## src/rtl/clint_timer.sv

```systemverilog
// Machine timer/software interrupt block: 64-bit mtime/mtimecmp, msip, level irq outputs.
// Response 1 cycle after acceptance; one request outstanding, response held until resp_ready.
module clint_timer #(
    parameter int XLEN     = 32,
    parameter int TICK_DIV = 1
) (
    input  logic            clock,
    input  logic            reset,
    input  logic            req_valid,
    output logic            req_ready,
    input  logic            req_write,
    input  logic [15:0]     req_addr,
    input  logic [XLEN-1:0] req_wdata,
    output logic            resp_valid,
    input  logic            resp_ready,
    output logic [XLEN-1:0] resp_rdata,
    output logic            resp_err,
    output logic            irq_mtip,
    output logic            irq_msip
);

    localparam bit              IS64     = (XLEN == 64);
    localparam int              DW       = (TICK_DIV > 1) ? $clog2(TICK_DIV) : 1;
    localparam logic [DW-1:0]   DIV_LAST = DW'(TICK_DIV - 1);

    typedef enum logic {IDLE, RESP} state_t;

    state_t          state_q, state_d;
    logic [63:0]     mtime_q, mtime_d;
    logic [63:0]     mtimecmp_q, mtimecmp_d;
    logic            msip_q, msip_d;
    logic [DW-1:0]   div_cnt_q, div_cnt_d;
    logic            accept, tick, aligned, mapped, wr, time_wr;
    logic            sel_msip, sel_cmp_lo, sel_cmp_hi, sel_time_lo, sel_time_hi;
    logic [XLEN-1:0] rdata;

    assign accept = req_valid && req_ready;
    assign tick   = (div_cnt_q == DIV_LAST);

    // Address decode; the high-word offsets only exist on a 32-bit port.
    assign aligned     = IS64 ? (req_addr[2:0] == 3'd0) : (req_addr[1:0] == 2'd0);
    assign sel_msip    = (req_addr == 16'h0000);
    assign sel_cmp_lo  = (req_addr == 16'h4000);
    assign sel_cmp_hi  = !IS64 && (req_addr == 16'h4004);
    assign sel_time_lo = (req_addr == 16'hBFF8);
    assign sel_time_hi = !IS64 && (req_addr == 16'hBFFC);
    assign mapped      = aligned && (sel_msip || sel_cmp_lo || sel_cmp_hi || sel_time_lo || sel_time_hi);
    assign wr          = accept && req_write && mapped;
    assign time_wr     = wr && (sel_time_lo || sel_time_hi);

    always_comb begin
        rdata = '0;
        if (sel_msip)    rdata = XLEN'(msip_q);
        if (sel_cmp_lo)  rdata = mtimecmp_q[XLEN-1:0];
        if (sel_cmp_hi)  rdata = XLEN'(mtimecmp_q[63:32]);
        if (sel_time_lo) rdata = mtime_q[XLEN-1:0];
        if (sel_time_hi) rdata = XLEN'(mtime_q[63:32]);
        if (!mapped)     rdata = '0;
    end

    // A software write to mtime overrides a coincident tick and restarts the prescaler.
    always_comb begin
        mtime_d    = tick ? mtime_q + 64'd1 : mtime_q;
        mtimecmp_d = mtimecmp_q;
        msip_d     = msip_q;
        div_cnt_d  = (tick || time_wr) ? '0 : div_cnt_q + DW'(1);
        if (wr) begin
            if (sel_msip)    msip_d     = req_wdata[0];
            if (sel_cmp_lo)  mtimecmp_d = IS64 ? 64'(req_wdata) : {mtimecmp_q[63:32], req_wdata[31:0]};
            if (sel_cmp_hi)  mtimecmp_d = {req_wdata[31:0], mtimecmp_q[31:0]};
            if (sel_time_lo) mtime_d    = IS64 ? 64'(req_wdata) : {mtime_q[63:32], req_wdata[31:0]};
            if (sel_time_hi) mtime_d    = {req_wdata[31:0], mtime_q[31:0]};
        end
    end

    always_ff @(posedge clock or negedge reset) begin
        if (!reset) begin
            mtime_q    <= '0;
            mtimecmp_q <= '1;
            msip_q     <= 1'b0;
            div_cnt_q  <= '0;
            irq_mtip   <= 1'b0;
            irq_msip   <= 1'b0;
            resp_rdata <= '0;
            resp_err   <= 1'b0;
        end else begin
            mtime_q    <= mtime_d;
            mtimecmp_q <= mtimecmp_d;
            msip_q     <= msip_d;
            div_cnt_q  <= div_cnt_d;
            irq_mtip   <= (mtime_q >= mtimecmp_q);
            irq_msip   <= msip_q;
            if (accept) begin
                resp_rdata <= req_write ? '0 : rdata;
                resp_err   <= !mapped;
            end
        end
    end

    always_ff @(posedge clock or negedge reset) begin
        if (!reset) state_q <= IDLE;
        else        state_q <= state_d;
    end

    always_comb begin
        state_d = state_q;
        case (state_q)
            IDLE:    if (accept)     state_d = RESP;
            RESP:    if (resp_ready) state_d = IDLE;
            default:                 state_d = IDLE;
        endcase
    end

    // req_ready is gated by the reset pin so it stays low for the whole reset window.
    always_comb begin
        req_ready  = (state_q == IDLE) && reset;
        resp_valid = (state_q == RESP);
    end

endmodule

```

## config.mk

```make
export PLATFORM = sky130hd
export DESIGN_NAME = clint_timer
export DESIGN_NICKNAME = d
export VERILOG_FILES = /design/src/rtl/clint_timer.sv
export SDC_FILE = /design/constraint.sdc
export NUM_CORES = 1
export LEC_CHECK = 0
export BUFFER_PORTS_ARGS = -buffer_cell sky130_fd_sc_hd__buf_2
export CAP_MARGIN = 10
export CORE_UTILIZATION = 55
export CTS_CLUSTER_DIAMETER = 50
export DETAILED_ROUTE_END_ITERATION = 6
export PLACE_DENSITY = 0.73
export SETUP_SLACK_MARGIN = 0.3
export SLEW_MARGIN = 20
export SYNTH_ARGS = -nofsm -noshare
export SYNTH_HDL_FRONTEND = slang
export SYNTH_SLANG_ARGS = --single-unit
```

## constraint.sdc

```tcl
create_clock -name clock -period 4.05 [get_ports clock]
set_input_delay 0.2025 -clock clock [delete_from_list [all_inputs] [get_ports clock]]
set_output_delay 0.2025 -clock clock [all_outputs]
set_load 0.02 [all_outputs]
```

==> parameters.txt <==
Parameter                              Value

Power
  Static leakage ... 0.00482 uW
  Final Power ... 3810 uW
  PD cells ... 334 mW/mm^2
  Peak VDD IR ... 0.000302 V

Timing
  Max Clock Skew ... 0.00922 ns
  Final-report setup violation count ... 0
  Setup Total Neg Slack ... 0 ns
  Tightest Pin Transition ... 1.10 ns
  Max-Slew Margin vs Limit ... 26.4%
  Final period util ... 74.4%
  Clock period minus final worst setup slack ... 3.01 ns
  Fmax ... 332 MHz
  Pins over their slew limit ... 0
  RSZ-0062 raised after global routing ... false
  Total count of hold-check failures in the final report ... 0
  Final worst hold slack ... 0.0585 ns

Clock network
  Post-CTS sizing ... 0
  Worst-path clk slew ... 0.07 ns
  Clock buffer count from CTS ... 17
  Depth of the CTS H-tree ... 4
  Number of buffers between clock root and the deepest sink ... 2
  Post-CTS repair timing setup buffer count ... 0
  Source-to-sink clock delay at the later pin of the worst-skew pair ... 0.44 ns
  TritonCTS clock tree ... done
  Root buffer cell ... sky130_fd_sc_hd__clkbuf_16
  Clock sink count ... 166

Synthesis
  Post-synthesis area per instance ... 9.27 sq um
  Async set-or-reset flop fraction in the synthesized netlist ... 100%
  Top cells by instance count after synthesis ... sky130_fd_sc_hd__a21oi_1 (112), sky130_fd_sc_hd__dfrtp_1 (102), sky130_fd_sc_hd__nor2_1 (100)
  Synth Cell Area ... 0.0102 sq mm
  Leading cell type by number of instances after synthesis ... sky130_fd_sc_hd__a21oi_1
  Seq/Total Area, Yosys ... 41.6%
  Number of distinct library cells after synthesis ... 72
  Number of synthesized register bits ... 166
  Portion of synthesized cell area occupied by the leading cell type ... 25.1%
  EDFF count, synth ... 0
  Cell type with the largest total area after synthesis ... sky130_fd_sc_hd__dfrtp_1
  Most used flip-flop cell after synthesis ... sky130_fd_sc_hd__dfrtp_1
  Syn Nets ... 1215
  Synthesized instance count ... 1097
  Number of warning messages in the yosys log ... 0
  Cell types occupying the most area after synthesis ... sky130_fd_sc_hd__dfrtp_1 (25%), sky130_fd_sc_hd__dfstp_2 (17%), sky130_fd_sc_hd__ha_1 (8.0%)

Setup path
  Timing startpoint of the critical path ... resp_valid$_DFF_PN0_
  Worst Path Class, Setup ... reg -> reg
  Startpoint types ... flip-flop
  Data required time at the worst endpoint ... 4.34 ns
  Critical path arrival ... 3.30 ns
  Largest fanout of any net on the critical path ... 30
  Critical path cell sequence ... nand3b_1 > or4b_2 > nor2_2 > buf_4 > nor4_1 > a311oi_1 > a211oi_1
  Register-to-Register Path Depth ... 7
  Worst path slowest cell ... sky130_fd_sc_hd__or4b_2
  Startpoint of the worst register-to-register path ... resp_valid$_DFF_PN0_
  Largest stage delay on the critical path ... 0.76 ns
  Setup crit end kind ... flip-flop

Worst hold path
  Instance count along the most critical hold path ... 2
  Kind of path behind the tightest hold check ... in -> reg
  Launch instance of the worst min-delay path ... req_wdata[3]

Global route
  Met2 Track Usage GR ... 49.6%
  Global-route wire length before repair ... 45.4 mm
  Vias in the first global route ... 8519
  Global-route track usage on met3 ... 6.25%
  Grt ovf ... 0
  GR Util met1 ... 42.9%
  Antenna violations before repair ... 0
  GRT Max-Usage Layer ... met2
  Largest net degree at the start of global routing ... 168
  GRT Resource Usage Total ... 31.4%

Detailed routing
  Via density per instance ... 6.49
  Average wire per cell in the routed design ... 20.3 um
  DR DRC count ... 0
  Antenna-violating nets left ... 0
  Initial DRC Count ... 889
  Detailed-route via count ... 9143
  Length of the first detailed-routing pass in iterations ... 5
  Wire length reported by the detailed router ... 28.7 mm

Floorplanning
  Chip height ... 138 um
  Effective utilization at floorplan ... 56.4%
  Die width ... 138 um
  # rows ... 49
  Boundary Pins ... 90
  Core region area ... 0.0180 sq mm
  Full die area ... 0.0190 sq mm

Placed design
  Port buffer count ... 89
  Detailed placer's ending HPWL ... 19.2 mm
  RD Place Congestion ... 0.873

Outcome
  Result of the run ... finished, final reports clean

Layout
  NumNets Final ... 1285
  P&R area growth vs syn ... 12.4%
  Layout cells sized above 1 ... 24.5%
  Antenna diode count ... 0

Run
  Number of max-cap violations ... 0
metal layers:
layer | wire (um) | part of all wire [%]
met1 | 12800 | 45
met2 | 13100 | 46
met3 | 2130 | 7.4
met4 | 614 | 2.1
met5 | 0 | 0
where the power goes:
| group | switching (uW) | internal (uW) | leakage [uW] | total, uW |
|---|---|---|---|---|
| Combinational | 263 | 148 | 0.00261 | 411 |
| Clock | 691 | 903 | 0.000265 | 1590 |
| Sequential | 89.6 | 1720 | 0.00194 | 1810 |
sequential cells by signal, summed over array words and instances (netlist names):
register / cells
msip_q: 1
mtimecmp_q: 64
resp_rdata: 32
div_cnt_q: 1
resp_err: 1
irq_msip: 1
mtime_q: 64
resp_valid: 1
irq_mtip: 1
repair_timing:
action,in CTS,in global routing
hold endpoints to repair,10,0
hold buffers,2,0
setup endpoints to repair,0,0
area by class of cell:
cell class	count	area, sq um
Fill cell	1554	6600
Tap cell	229	287
Clock buffer	19	433
Inverter	81	304
Multi-Input combinational cell	790	5400
Clock inverter	13	135
Timing Repair Buffer	111	634
Sequential cell	166	4230
cell families after synthesis:
logic type	after synthesis	share of synthesized area, %
buffers and inverters	141	5.51
DFF	166	41.6
other	1	0.0369
AOI/OAI and AO/OA	318	20.2
and+or+nand+nor	338	17.2
adders and majority gates	65	8.00
muxes	68	7.49
through the flow:
stage | cells | instance area (sq um) | util (%) | setup slack [ns]
2_1_floorplan | 1097 | 10200 | - | 1.71
3_3_place_gp | 1375 | 10800 | 60.1 | 1.19
3_5_place_dp | 1375 | 10800 | 60.1 | 1.12
4_1_cts | 1409 | 11400 | 63.4 | 1.11
5_1_grt | 1409 | 11400 | 63.4 | 0.847
6_report | 1409 | 11400 | 63.4 | 1.04
critical path: cells and delay by family, from the launching register on:
kind / cells / cell delay, ns
DFF: 1 / 0.40
AOI/OAI and AO/OA: 2 / 0.39
buffers and inverters: 1 / 0.41
and+or+nand+nor: 4 / 1.66
layout by cell type (no fill, tap or decap), types with 32 or more instances in the layout:
master / count
sky130_fd_sc_hd__nor2_1: 99
sky130_fd_sc_hd__o21ai_0: 34
sky130_fd_sc_hd__inv_1: 80
sky130_fd_sc_hd__a221oi_1: 36
sky130_fd_sc_hd__nand3_1: 32
sky130_fd_sc_hd__a21oi_1: 112
sky130_fd_sc_hd__nand2_1: 81
sky130_fd_sc_hd__ha_1: 65
sky130_fd_sc_hd__buf_2: 88
sky130_fd_sc_hd__dfstp_2: 64
sky130_fd_sc_hd__dfrtp_1: 102
sky130_fd_sc_hd__mux2_2: 65
final timing paths:
| path | endpoint | slack, ns |
|---|---|---|
| setup / recovery | mtime_q[36]$_DFFE_PN0P_ | 1.04 |
| hold / removal | mtime_q[35]$_DFFE_PN0P_ | 0.06 |
| setup reg to reg | mtime_q[36]$_DFFE_PN0P_ | 1.04 |
| hold reg to reg | irq_msip$_DFF_PN0_ | 0.40 |
| max in group asynchronous | mtime_q[5]$_DFFE_PN0P_ | 2.74 |
| min in group asynchronous | resp_rdata[25]$_DFFE_PN0P_ | 0.37 |
Power figures use the tool's default switching activity.
